===== config.mk =====
export PLATFORM = sky130hd
export DESIGN_NAME = ltssm_timeout_sequencer
export DESIGN_NICKNAME = d
export VERILOG_FILES = /design/src/rtl/ltssm_pkg.sv /design/src/rtl/ltssm_ms_timer.sv /design/src/rtl/ltssm_timeout_sequencer.sv
export SDC_FILE = /design/constraint.sdc
export NUM_CORES = 1
export LEC_CHECK = 0
export CAP_MARGIN = 0
export CORE_MARGIN = 2
export CORE_UTILIZATION = 45
export DETAILED_ROUTE_END_ITERATION = 8
export PLACE_DENSITY = 0.67
export SYNTH_ARGS = -nofsm -noshare
export SYNTH_HDL_FRONTEND = slang
export SYNTH_SLANG_ARGS = --single-unit

===== constraint.sdc =====
create_clock -name clk -period 3.7 [get_ports clk]
set_input_delay 0.74 -clock clk [delete_from_list [all_inputs] [get_ports clk]]
set_output_delay 0.74 -clock clk [all_outputs]
set_load 0.01 [all_outputs]

===== src/rtl/ltssm_pkg.sv =====
// Shared encodings for the LTSSM timeout sequencer.
// LPIF request/status codes, Tx/Rx substates, FSM states and timeout limits.
package ltssm_pkg;

    localparam logic [3:0] LPIF_RESET   = 4'd0;
    localparam logic [3:0] LPIF_ACTIVE  = 4'd1;
    localparam logic [3:0] LPIF_RETRAIN = 4'd2;

    localparam logic [3:0] SS_DETECT_QUIET  = 4'd0;
    localparam logic [3:0] SS_DETECT_ACTIVE = 4'd1;
    localparam logic [3:0] SS_POLL_ACTIVE   = 4'd2;
    localparam logic [3:0] SS_POLL_CONFIG   = 4'd3;
    localparam logic [3:0] SS_CFG_LW_START  = 4'd4;
    localparam logic [3:0] SS_CFG_LW_ACCEPT = 4'd5;
    localparam logic [3:0] SS_CFG_LN_WAIT   = 4'd6;
    localparam logic [3:0] SS_CFG_LN_ACCEPT = 4'd7;
    localparam logic [3:0] SS_CFG_COMPLETE  = 4'd8;
    localparam logic [3:0] SS_CFG_IDLE      = 4'd9;
    localparam logic [3:0] SS_L0            = 4'd10;

    localparam logic [5:0] MS_SAT = 6'd63;

    typedef enum logic [2:0] {
        ST_IDLE,
        ST_TRAIN,
        ST_FORCE,
        ST_LINKED,
        ST_ACTIVE,
        ST_FAIL
    } seq_state_e;

    // Zero means the substate has no timeout.
    function automatic logic [5:0] timeoutLimitMs(input logic [3:0] substate);
        logic [5:0] lim;
        case (substate)
            SS_DETECT_QUIET,
            SS_DETECT_ACTIVE: lim = 6'd12;
            SS_POLL_ACTIVE:   lim = 6'd24;
            SS_POLL_CONFIG:   lim = 6'd48;
            SS_CFG_LW_START:  lim = 6'd24;
            SS_CFG_LW_ACCEPT,
            SS_CFG_LN_WAIT,
            SS_CFG_LN_ACCEPT,
            SS_CFG_COMPLETE,
            SS_CFG_IDLE:      lim = 6'd2;
            default:          lim = 6'd0;
        endcase
        return lim;
    endfunction

endpackage


===== src/rtl/ltssm_ms_timer.sv =====
// Millisecond timer: prescaler wraps every TICK_DIV clocks.
// tick and msCount are registered together, so msCount is fresh when tick is high.
module ltssm_ms_timer
    import ltssm_pkg::*;
#(
    parameter int unsigned TICK_DIV = 125000
) (
    input  logic       clk,
    input  logic       reset,
    input  logic       clear_i,
    input  logic       enable_i,
    output logic       tick_o,
    output logic [5:0] msCount_o
);

    localparam int unsigned PW = (TICK_DIV > 1) ? $clog2(TICK_DIV) : 1;
    localparam logic [PW-1:0] PRE_LAST = PW'(TICK_DIV - 1);

    logic [PW-1:0] pre_q, pre_d;
    logic [5:0]    ms_q, ms_d;
    logic          tick_q, tick_d;

    // Next-state: clear dominates, otherwise count while enabled.
    always_comb begin
        pre_d  = pre_q;
        ms_d   = ms_q;
        tick_d = 1'b0;
        if (clear_i) begin
            pre_d = '0;
            ms_d  = '0;
        end else if (enable_i) begin
            if (pre_q == PRE_LAST) begin
                pre_d  = '0;
                tick_d = 1'b1;
                if (ms_q != MS_SAT) begin
                    ms_d = ms_q + 6'd1;
                end
            end else begin
                pre_d = pre_q + PW'(1);
            end
        end
    end

    // Timer state registers.
    always_ff @(posedge clk or negedge reset) begin
        if (!reset) begin
            pre_q  <= '0;
            ms_q   <= '0;
            tick_q <= 1'b0;
        end else begin
            pre_q  <= pre_d;
            ms_q   <= ms_d;
            tick_q <= tick_d;
        end
    end

    assign tick_o    = tick_q;
    assign msCount_o = ms_q;

endmodule


===== src/rtl/ltssm_timeout_sequencer.sv =====
// Supervises mainLTSSM substate timeouts, forces detect on expiry,
// counts failed training attempts and gates LPIF state requests.
module ltssm_timeout_sequencer
    import ltssm_pkg::*;
#(
    parameter int unsigned TICK_DIV    = 125000,
    parameter int unsigned MAX_RETRIES = 4
) (
    input  logic       clk,
    input  logic       reset,
    input  logic [3:0] lpReqIn,
    input  logic [3:0] lpifStateStatus,
    input  logic [3:0] substateTx,
    input  logic [3:0] substateRx,
    input  logic       linkUp,
    output logic [3:0] lpifStateRequest,
    output logic       forceDetect,
    output logic       quietDone,
    output logic [3:0] timeoutState,
    output logic [2:0] retryCount,
    output logic       linkFail
);

    seq_state_e state_q;
    logic [7:0] sub_q;
    logic [3:0] req_q;
    logic       force_q;
    logic       quiet_q;
    logic [3:0] tstate_q;
    logic [2:0] retry_q;
    logic       fail_q;

    logic       change;
    logic       tick;
    logic [5:0] msCount;
    logic [5:0] limit;
    logic       expire;
    logic       retry_max;
    logic [3:0] req_gate;

    assign change    = {substateTx, substateRx} != sub_q;
    assign limit     = timeoutLimitMs(substateTx);
    assign expire    = tick && (limit != 6'd0) && (msCount == limit)
                       && !change && (state_q == ST_TRAIN);
    assign retry_max = retry_q == 3'(MAX_RETRIES);

    ltssm_ms_timer #(
        .TICK_DIV (TICK_DIV)
    ) u_timer (
        .clk       (clk),
        .reset     (reset),
        .clear_i   (change || (state_q != ST_TRAIN)),
        .enable_i  (state_q == ST_TRAIN),
        .tick_o    (tick),
        .msCount_o (msCount)
    );

    // Which link-layer request may pass in the current state.
    always_comb begin
        req_gate = LPIF_RESET;
        unique case (1'b1)
            (lpReqIn == LPIF_ACTIVE)
                && ((state_q == ST_LINKED) || (state_q == ST_ACTIVE)):
                req_gate = LPIF_ACTIVE;
            (lpReqIn == LPIF_RETRAIN) && (lpifStateStatus == LPIF_ACTIVE):
                req_gate = LPIF_RETRAIN;
            default:
                req_gate = LPIF_RESET;
        endcase
    end

    // Supervisor FSM with registered outputs.
    always_ff @(posedge clk or negedge reset) begin
        if (!reset) begin
            state_q  <= ST_IDLE;
            sub_q    <= '0;
            req_q    <= '0;
            force_q  <= 1'b0;
            quiet_q  <= 1'b0;
            tstate_q <= '0;
            retry_q  <= '0;
            fail_q   <= 1'b0;
        end else begin
            sub_q   <= {substateTx, substateRx};
            force_q <= 1'b0;
            quiet_q <= 1'b0;
            req_q   <= req_gate;
            case (state_q)
                ST_IDLE: begin
                    if ((lpifStateStatus == LPIF_RESET) && (substateTx != SS_L0)) begin
                        state_q <= ST_TRAIN;
                    end
                end
                ST_TRAIN: begin
                    if (expire && (substateTx == SS_DETECT_QUIET)) begin
                        quiet_q <= 1'b1;
                    end
                    if (retry_max) begin
                        state_q <= ST_FAIL;
                        fail_q  <= 1'b1;
                        req_q   <= '0;
                    end else if (linkUp) begin
                        state_q <= ST_LINKED;
                    end else if (expire && (substateTx != SS_DETECT_QUIET)) begin
                        state_q  <= ST_FORCE;
                        force_q  <= 1'b1;
                        req_q    <= '0;
                        tstate_q <= substateTx;
                        if (retry_q != 3'h7) begin
                            retry_q <= retry_q + 3'd1;
                        end
                    end
                end
                ST_FORCE: begin
                    state_q <= ST_TRAIN;
                    req_q   <= '0;
                end
                ST_LINKED: begin
                    if (lpifStateStatus == LPIF_ACTIVE) begin
                        state_q <= ST_ACTIVE;
                        retry_q <= '0;
                    end else if (!linkUp) begin
                        state_q <= ST_TRAIN;
                    end
                end
                ST_ACTIVE: begin
                    if (lpifStateStatus == LPIF_RESET) begin
                        state_q <= ST_TRAIN;
                    end
                end
                ST_FAIL: begin
                    req_q <= '0;
                end
                default: begin
                    state_q <= ST_IDLE;
                end
            endcase
        end
    end

    assign lpifStateRequest = req_q;
    assign forceDetect      = force_q;
    assign quietDone        = quiet_q;
    assign timeoutState     = tstate_q;
    assign retryCount       = retry_q;
    assign linkFail         = fail_q;

endmodule

# Yosys cells after proc, flatten, opt, wreduce, memory -nomap -nowiden

Memories as Yosys holds them, arrays and structs flattened.
Cells that the tools add are included.

Register bits: 49
Latch bits: 0
RAM bits: 0
ROM bits: 80
Bits of input ports: 19
Output and inout port bits: 14
Memories kept: 1

Add/subtract/negate cells: 3
$mul: 0
Divide/modulo/power cells: 0
Order comparisons: 0
Equality and inequality tests: 25
Shifts and indexed selects: 0
Mux-type cells: 35
Bitwise operators: 3
Reductions and logical operators: 27

Memories:

| name            | depth | width | read ports | clocked after Yosys merged registers in | wr ports | line            | source |
|---|---|---|---|---|---|---|---|
| (no name shown) | 16    | 5     | 1          | 0                                       | 0        | ltssm_pkg.sv:35 | `case (substate)` |

Operator list:

| cell                  | number |
|---|---|
| $mux 17               | 3 |
| $mux 3                | 12 |
| $mux 6                | 4 |
| $pmux 3 s6            | 1 |
| $add 17x1->17 const B | 1 |
| $eq 17x17->1 const B  | 1 |
| $ne 2x2->1 const B    | 5 |
| $eq 3x3->1 const B    | 3 |
| $logic_and 1x1->1     | 9 |
| $mux 1                | 9 |
| $eq 4x1->1 const B    | 2 |
| $logic_not 4->1       | 2 |
| $ne 4x4->1 const B    | 2 |
| $ne 8x8->1            | 1 |
| $pmux 2 s2            | 2 |
| $reduce_bool 2->1     | 4 |
| $add 6x1->6 const B   | 1 |
| $eq 3x2->1 const B    | 2 |
| $eq 6x6->1            | 1 |
| $mux 2                | 3 |
| $ne 6x6->1 const B    | 1 |
| $pmux 3 s2            | 1 |
| $reduce_and 6->1      | 1 |
| $reduce_bool 6->1     | 1 |
| other kinds (17)      | 21 |

# Depth between registers and ports, before layout

Gate-level depths: netlist (run 1).
An unclocked memory read counts as a cell.

Depth in word-level cells: 11
Gate-level depth with buffers: 8

# Modules after synthesis

Synthesis (run 1) repeated with hierarchy kept, for this count alone.

Cell total of the unflattened synthesis: 275
Area total of the unflattened synthesis: 2753.9 sq um

By module, submodules not included:

| module                  | times used | cells each | area an instance (sq um) | sequential area each (sq um) |
|---|---|---|---|---|
| ltssm_timeout_sequencer | 1          | 137        | 1410.1                   | 575.6 |
| ltssm_ms_timer          | 1          | 138        | 1343.8                   | 600.6 |

# Worst setup path after synthesis (run 1)

OpenSTA, ideal clock, no wires.

Path type: input port to flip-flop
From: input substateTx[0]
To: register tstate_q[0] (netlist: timeoutState[0])
Arrival: 2350 ps
Data required time: 3575 ps
Slack: 1225 ps
Stages on the path: 7
Path buffers: 1
Cell sequence: buf_2 or4bb_1 nand4_1 nand3_1 nor4_2 nand2_1 mux2_2

Word-level cells in the longest chain between the ends: 8
Elaborated cells on any way between the ends: 12
Classes of those cells: eq/ne: 2; reduce/logical: 9; memory: 1

RTL lines:

| what                           | line                           | source |
|---|---|---|
| from (decl)                    | ltssm_timeout_sequencer.sv:13  | `input logic [3:0] substateTx,` |
| $mem_v2 16x5                   | -                              |  |
| $reduce_bool 6->1              | ltssm_timeout_sequencer.sv:43  | `assign expire = tick && (limit != 6'd0) && (msCount == limit)` |
| $logic_and 1x1->1 (2 in a row) | ltssm_timeout_sequencer.sv:43  |  |
| $logic_and 1x1->1 (2 in a row) | ltssm_timeout_sequencer.sv:44  | `&& !change && (state_q == ST_TRAIN);` |
| $logic_and 1x1->1              | ltssm_timeout_sequencer.sv:104 | `end else if (expire && (substateTx != SS_DETECT_QUIET)) begin` |
| $reduce_and 4->1 (no line)     | -                              |  |
| to (signal assigned)           | ltssm_timeout_sequencer.sv:108 | `tstate_q <= substateTx;` |
| to (decl)                      | ltssm_timeout_sequencer.sv:29  | `logic [3:0] tstate_q;` |

Several ways; a longest one is shown, not always the timed one.
A chain may end at the register's enable or synchronous reset.

# Final worst setup path (run 1)

From: input substateTx[1]
To: register tstate_q[3] (netlist: timeoutState[3])

Word-level cells in the longest chain between the ends: 8
Elaborated cells on any way between the ends: 12
Classes of those cells: eq/ne: 2; reduce/logical: 9; memory: 1

RTL lines:

| what                           | line |
|---|---|
| $mem_v2 16x5                   | - |
| $reduce_bool 6->1              | ltssm_timeout_sequencer.sv:43 |
| $logic_and 1x1->1 (2 in a row) | ltssm_timeout_sequencer.sv:43 |
| $logic_and 1x1->1 (2 in a row) | ltssm_timeout_sequencer.sv:44 |
| $logic_and 1x1->1 (*)          | ltssm_timeout_sequencer.sv:104 |
| $reduce_and 4->1 (no line) (*) | - |

Mark *: on every way between the ends. The rest lies on a longest branch, timed or not.

==> reports/metrics.yaml, run 1 <==
area_growth_pct: 16.70
grt_antenna_before_repair: 0
detail-route-antenna-nets: 0
critical_path_class: "input pin to flip-flop"
numCtsBuffers: 5
total_power_uw: 864.0
synth_edf_count: 0
clock_latency_ps: 290
dp_hpwl_um: 3417
final_common_cell: "dfrtp_1"
htree_levels: 2
fin_crit_sh: 0.8115
slew_violations: 0
fin_crit_ps: 3003
drc: 0
first_pass_iters: 4
grt_start_max_net_pins: 48
grt_setup_unrepaired: "false"
post_cts_resized: 0
grt_pass1_vias: 1844
min_from: "u_timer.pre_q[0]"
worstReg2RegEnd: "u_timer.msCount_o[3]"
fmax_ghz: 0.3330
die_h_um: 78.80
clkSlewWorstSetupHoldPaths_ps: 70
die_w_um: 78.80
setup_viol: 0
whs_path_depth: 1
drt_wl_total_um: 4887
peakVddDrop_mv: 0.2097
async_flop_share: 1.000
final_cell_mix: "dfrtp_1, nor2_1, clkdlybuf4s50_1"
fin_skew_ps: 11.10
powerDensity_nw_per_um2: 294.1
vias: 1941
cts_root_buffer: "clkbuf_8"
synth_compound_area_frac: 0.1014
synth-xor-area-share: 0.09394
r2r-start: "u_timer.pre_q[10]"
timing.setup.tns_ps: 0
arrival_ps: 3180
reg2reg_slack_ps: 1360
floorplan.initialDensity: 0.4628
holdPathEnd: "u_timer.pre_q[0]"
postSynthCellCount: 262
place.gp.congestion: 0.8456
preCtsSetupSlack_ps: 400.2
fin_nets: 314
gr-total-overflow: 0
ys_seq_area_frac: 0.4672
cp_max_fo: 16
hold_class: "flip-flop to flip-flop"
reg2reg_depth: 5
final-hold-violation-count: 0
initialDrtViolationCount: 145
cp-start-kind: "input pin"
via_per_inst: 5.377
syn_area_sq_um: 2517
synth-warning-count: 0
track_usage: 0.1702
cts_sinks: 47
drv_cap: 0
ys_seq_elements: 47
syn_avg_cell_area_sq_um: 9.608
p_leak_uw: 0.001184
core_area_sq_um: 5439
fp.dieArea_sq_um: 6209
worstSetupEndpointType: "flip-flop"
worstMarginPinSlew_ps: 1040
cts_tree: "yes"
fin_ws_ps: 697.3
synth-main-ff-cell: "dfrtp_1"
muxShareOfSynthArea: 0.03479
ctsHoldBuffers: 0
status: "finished clean"
rows: 27
routedWlPerCell_um: 13.54
ys_types: 48
synth_top_family_by_area: "simple AND/OR/NAND/NOR gates"
cts_setup_buffers: 0
io_buffer_count: 30
insertedDiodeCount: 0
io_pins: 33
worstPathRequired_ps: 3870
grt_pass1_wl_um: 8452
clockBufferDepth: 2
maxSlewHeadroom: 0.3069
synth_fa_ha_area_frac: 0.02485
yosys.area_share.simple: 0.2361
drive_above_1_share: 0.06228
==> critical path, cell delays in order <==
cell and delay, ps:
clkdlybuf4s50_1 690, or4bb_1 610, nand4_1 100, nand3_1 90, nor4_2 420, nand2_1 210
mux2_2 320
==> cell type report <==
class                           instances  area, sq um
Fill cell                             497         2501
Inverter                               10        37.54
Clock buffer                            6        72.57
Multi-Input combinational cell        193         1244
Tap cell                               72        90.09
Sequential cell                        47         1176
Timing Repair Buffer                   33        317.8
==> how the worst max path moves through the flow <==
stage / startpoint / endpoint / slack [ps] / depth (start not counted)
after global routing: substateTx[1] / u_timer.pre_q[11] / 530 / 7
after detailed placement: substateTx[1] / timeoutState[3] / 400 / 7
after floorplan: substateTx[0] / timeoutState[0] / 1230 / 7
after global placement: substateTx[1] / timeoutState[2] / 460 / 7
final: substateTx[1] / timeoutState[3] / 700 / 7
after CTS: substateTx[1] / timeoutState[3] / 710 / 7
==> state kept, by name, summed over array words and instances (netlist names) <==
register	cells
forceDetect	1
quietDone	1
retryCount	3
lpifStateRequest	2
timeoutState	4
u_timer.msCount_o	6
linkFail	1
state_q	3
u_timer.pre_q	17
u_timer.tick_o	1
sub_q	8
==> synthesized netlist by cell type (4+ instances only) <==
| library cell | count | area, sq um |
|---|---|---|
| a21oi_1 | 8 | 40.04 |
| or3_1 | 8 | 50.05 |
| clkbuf_1 | 5 | 18.77 |
| nand3_1 | 12 | 60.06 |
| xor2_1 | 15 | 131.4 |
| ha_1 | 5 | 62.56 |
| buf_2 | 6 | 30.03 |
| mux2_2 | 6 | 67.56 |
| xnor2_1 | 12 | 105.1 |
| dfrtp_1 | 47 | 1176 |
| o21ai_0 | 8 | 40.04 |
| nand2_1 | 17 | 63.81 |
| nor2_1 | 32 | 120.1 |
| nand2b_1 | 8 | 50.05 |
| nand4b_1 | 4 | 35.03 |
| inv_1 | 10 | 37.54 |
| nor3_1 | 12 | 60.06 |
==> logic make-up (layout without fill, tap and decap cells) <==
family / Yosys count / count (layout)
simple gates: 113 / 113
flops: 47 / 47
compound gates: 38 / 38
xor+xnor: 27 / 27
buf+inv: 23 / 49
mux: 8 / 8
fa+ha+maj: 5 / 5
other cells: 1 / 2
==> through the flow <==
| step | cells | utilization | area, sq um | hold slack (ps) |
|---|---|---|---|---|
| CTS | 361 | 0.5401 | 2938 | 456.9 |
| detailed placement | 355 | 0.5268 | 2865 | 445.6 |
| global route | 361 | 0.5401 | 2938 | 478.6 |
| global placement | 355 | 0.5268 | 2865 | 441.6 |
| floorplan | 263 | - | 2521 | 425.1 |
| finish | 361 | 0.5401 | 2938 | 453.1 |
==> report_power, final <==
| part | leakage (uW) | switching, uW | internal [uW] | total, uW |
|---|---|---|---|---|
| sequential | 0.000617 | 1.84 | 518 | 520 |
| clock | 0.0000371 | 154 | 126 | 280 |
| combinational | 0.000529 | 34.6 | 29.5 | 64.1 |
| total | 0.00118 | 191 | 673 | 864 |
==> per-layer routing <==
| metal | share of wire | global-route usage |
|---|---|---|
| met1 | 0.46 | 0.2206 |
| met2 | 0.48 | 0.2863 |
| met3 | 0.051 | 0.04205 |
| met4 | 0.0086 | 0.04211 |
| met5 | 0 | 0 |
Power figures use the tool's default switching activity.
==> inputs of run 2 (changes only) <==
Settings changed: PLACE_DENSITY 0.67 to 0.7.
Clock period 3.7 ns to 2.7 ns, I/O delays scaled along.
==> run 2 against run 1 <==
Critical path depth up 1. Largest cell class unchanged. Non-clock buffer count is 17 higher. Total power increased by 47%. Via count rose by 3.7%. Clock skew down 3.0 ps.
==> reports/metrics.yaml, run 2 (same netlist as run 1, synthesis figures left out) <==
status: "finished clean"
io_pins: 33
grt_start_max_net_pins: 19
setup_viol: 0
grt_pass1_wl_um: 8928
cts_sinks: 47
cts_setup_buffers: 0
fin_skew_ps: 8.063
gr-total-overflow: 0
fin_crit_ps: 2520
critical_path_class: "input pin to flip-flop"
fin_crit_sh: 0.9333
grt_pass1_vias: 2021
routedWlPerCell_um: 13.71
cp_cell_sequence: "clkdlybuf4s50_1, buf_4, or4bb_1, nand4_1, nand3_1, nor4_2, nand3_1, mux2_2"
die_w_um: 78.80
post_cts_resized: 0
numCtsBuffers: 5
cts_tree: "yes"
slew_violations: 0
htree_levels: 2
io_buffer_count: 30
arrival_ps: 2710
core_area_sq_um: 5439
first_pass_iters: 4
rows: 27
place.gp.congestion: 0.8663
drv_cap: 0
placed_cells: 372
vias: 2013
p_leak_uw: 0.001276
drt_wl_total_um: 5210
final_common_cell: "dfrtp_1"
path_common_cell: "nand3_1"
dp_hpwl_um: 3813
grt_antenna_before_repair: 0
detail-route-antenna-nets: 0
cts_root_buffer: "clkbuf_8"
die_h_um: 78.80
area_growth_pct: 22.81
initialDrtViolationCount: 68
worstSetupEndpointType: "flip-flop"
hold_ws_ps: 128.6
clockBufferDepth: 2
final_cells: 380
cp_top_family: "simple AND/OR/NAND/NOR gates"
crit_buf_inv: 2
worstPathRequired_ps: 2890
hold_class: "input pin to async pin"
ctsHoldBuffers: 0
final_cell_mix: "dfrtp_1, nor2_1, clkdlybuf4s50_1"
floorplan.initialDensity: 0.4628
fp.dieArea_sq_um: 6209
final-hold-violation-count: 0
fmax_ghz: 0.3968
track_usage: 0.1792
cp_max_fo: 11
insertedDiodeCount: 0
clock_latency_ps: 300
grt_setup_unrepaired: "false"
cp_slowest_stage_delay_ps: 500
drive_above_1_share: 0.1234
fin_nets: 331
cp-start-kind: "input pin"
drc: 0
largest_register: "u_timer.pre_q"
clkSlewWorstSetupHoldPaths_ps: 90
fill_cells: 507
powerDensity_nw_per_um2: 410.2
slowest_stage: "or4bb_1"
via_per_inst: 5.297
peakVddDrop_mv: 0.2714
largest_register_ffs: 17
-- run 2: final timing paths --
check,startpoint,end,slack (ps),cells past startpoint
hold reg to reg,u_timer.pre_q[0],u_timer.pre_q[0],460,1
setup reg to reg,u_timer.pre_q[10],u_timer.msCount_o[3],380,5
min in group clk,u_timer.pre_q[0],u_timer.pre_q[0],460,1
max in group asynchronous,reset,u_timer.pre_q[2],2020,2
setup / recovery,substateTx[1],retryCount[1],180,8
hold / removal,reset,u_timer.msCount_o[2],130,1
-- run 2: cell type report --
| class | instances | area, sq um | share of cell area |
|---|---|---|---|
| clock buffer | 6 | 82.58 | 0.02671 |
| multi-input combinational | 193 | 1244 | 0.4023 |
| sequential | 47 | 1176 | 0.3804 |
| clock inverter | 2 | 16.27 | 0.005261 |
| timing repair buffer | 50 | 445.4 | 0.1441 |
| inverter | 10 | 37.54 | 0.01214 |
| tap | 72 | 90.09 | 0.02914 |
-- run 2: power by group --
group	internal, uW	switching (uW)
clock network	209	242
registers	709	2.67
logic	53.5	51.3
total	972	296
-- run 2: per-layer routing --
| metal | GRT usage | wire length (um) | vias to the layer above |
|---|---|---|---|
| met4 | 0.06316 | 74 | 0 |
| met5 | 0 | 0 | - |
| met2 | 0.3060 | 2550 | 43 |
| met3 | 0.03864 | 218 | 8 |
| met1 | 0.2241 | 2366 | 961 |
| li1 | - | - | 1001 |
-- run 2: metrics by stage --
step	instance area [sq um]	setup slack [ps]	setup TNS [ps]	power [uW]	utilization
2_1_floorplan	2521	425.3	0	766.3	-
3_3_place_gp	2993	-119.1	-706.6	830.1	0.5503
3_5_place_dp	2993	-140.9	-814.6	831.3	0.5503
4_1_cts	3092	178.1	0	1285	0.5684
5_1_grt	3092	74.44	0	1323	0.5684
6_report	3092	180.0	0	1268	0.5684
==> inputs of run 3 (changes only) <==
Settings changed: CORE_UTILIZATION 45 to 29, PLACE_DENSITY 0.7 to unset.
==> run 3 against run 2 <==
Sequential share of layout area down 1.2 points. Maximum frequency grew 1.2%. Critical path depth is the same. Global-route usage down 5.9 points. Critical path type unchanged. Largest cell class unchanged. Highest routed layer unchanged.
==> reports/metrics.yaml, run 3 (same netlist as run 1, synthesis figures left out) <==
status: "finished clean"
crit_buf_inv: 2
cts_sinks: 47
preCtsSetupSlack_ps: -159.6
grt_antenna_before_repair: 0
drt_wl_total_um: 5348
final_common_cell: "dfrtp_1"
dp_hpwl_um: 3989
post_cts_resized: 0
peakVddDrop_mv: 0.2041
slowest_stage: "or4bb_1"
detail-route-antenna-nets: 0
utilization: 0.3846
maxSlewHeadroom: 0.5942
routedWlPerCell_um: 12.95
insertedDiodeCount: 0
die_w_um: 97.17
area_growth_pct: 26.79
setup_viol: 0
vias: 1990
cts_setup_buffers: 0
clock_latency_ps: 310
fin_ws_ps: 210.4
worstReg2RegEnd: "u_timer.msCount_o[3]"
core_area_sq_um: 8299
cp_slowest_stage_delay_ps: 510
cp_cell_sequence: "clkdlybuf4s50_1, buf_4, or4bb_1, nand4_1, nand3_1, nor4_4, nand2_1, mux2_2"
fin_crit_sh: 0.9221
via_per_inst: 4.818
largest_register_ffs: 17
final_cell_mix: "dfrtp_1, nor2_1, clkdlybuf4s50_1"
cp_max_fo: 12
fin_crit_ps: 2490
powerDensity_nw_per_um2: 450.0
fin_nets: 331
io_buffer_count: 30
p_leak_uw: 0.001297
io_pins: 33
cp_top_family: "simple AND/OR/NAND/NOR gates"
critical_path_class: "input pin to flip-flop"
worstPathRequired_ps: 2900
timing.setup.tns_ps: 0
clockBufferDepth: 2
final-hold-violation-count: 0
hold_class: "input pin to async pin"
grt_pass1_vias: 2043
rows: 33
grt_start_max_net_pins: 27
drv_cap: 0
worstMarginPinSlew_ps: 608.7
slew_violations: 0
place.gp.congestion: 0.8455
track_usage: 0.1207
fmax_ghz: 0.4017
gr-total-overflow: 0
first_pass_iters: 5
clkSlewWorstSetupHoldPaths_ps: 90
cp-start-kind: "input pin"
reg2reg_slack_ps: 390
worstSetupEndpointType: "flip-flop"
numCtsBuffers: 5
reg2reg_depth: 5
cts_tree: "yes"
arrival_ps: 2680
ctsHoldBuffers: 0
total_power_uw: 1436
htree_levels: 2
r2r-start: "u_timer.pre_q[10]"
initialDrtViolationCount: 88
die_h_um: 97.17
fin_skew_ps: 6.779
grt_pass1_wl_um: 9487
fp.dieArea_sq_um: 9442
floorplan.initialDensity: 0.3033
cts_root_buffer: "clkbuf_8"
drc: 0
hold_ws_ps: 228.1
grt_setup_unrepaired: "false"
drive_above_1_share: 0.1234
largest_register: "u_timer.pre_q"
run 3: cell count changes in the layout (fill, tap and decap cells not counted):
cell,delta
nor4_4,+1
clkbuf_8,-1
nor4_2,-1
buf_12,+1
bufinv_16,+2
buf_4,-1
clkinv_4,-1
run 3: worst max path at each step:
stage                  start         endpoint  depth (start not counted)
5_1_grt        substateTx[1]  timeoutState[1]                          8
4_1_cts        substateTx[1]  timeoutState[3]                          8
2_1_floorplan  substateTx[0]  timeoutState[0]                          7
3_5_place_dp   substateTx[1]  timeoutState[3]                          8
6_report       substateTx[1]  timeoutState[2]                          8
3_3_place_gp   substateTx[1]  timeoutState[3]                          8
run 3: final cells by class:
cell class              count  area (sq um)
flip-flops and latches     47          1176
clock buffers               5         68.82
inverters                  10         37.54
well taps                 105         131.4
repair buffers             50         457.9
fillers                   841          5107
clock inverters             3         67.56
multi-input cells         193          1252
run 3: stage by stage:
step                cells  area [sq um]
floorplan             263          2521
global placement      405          3047
detailed placement    405          3047
CTS                   413          3183
global route          413          3192
finish                413          3192
run 3: per-layer routing:
metal  track usage  vias to the layer above  wire length [um]
li1              -                     1011                 -
met1        0.1592                      938              2616
met2        0.1971                       36              2461
met3       0.02878                        5               213
met4       0.03575                        0                57
met5             0                        -                 0
run 3: where the power goes:
group	switching (uW)	leakage, uW	internal, uW	total (uW)
logic	51.7	0.000616	54.2	106
clock network	249	0.0000644	369	618
registers	2.71	0.000617	709	712
total	304	0.00130	1130	1440
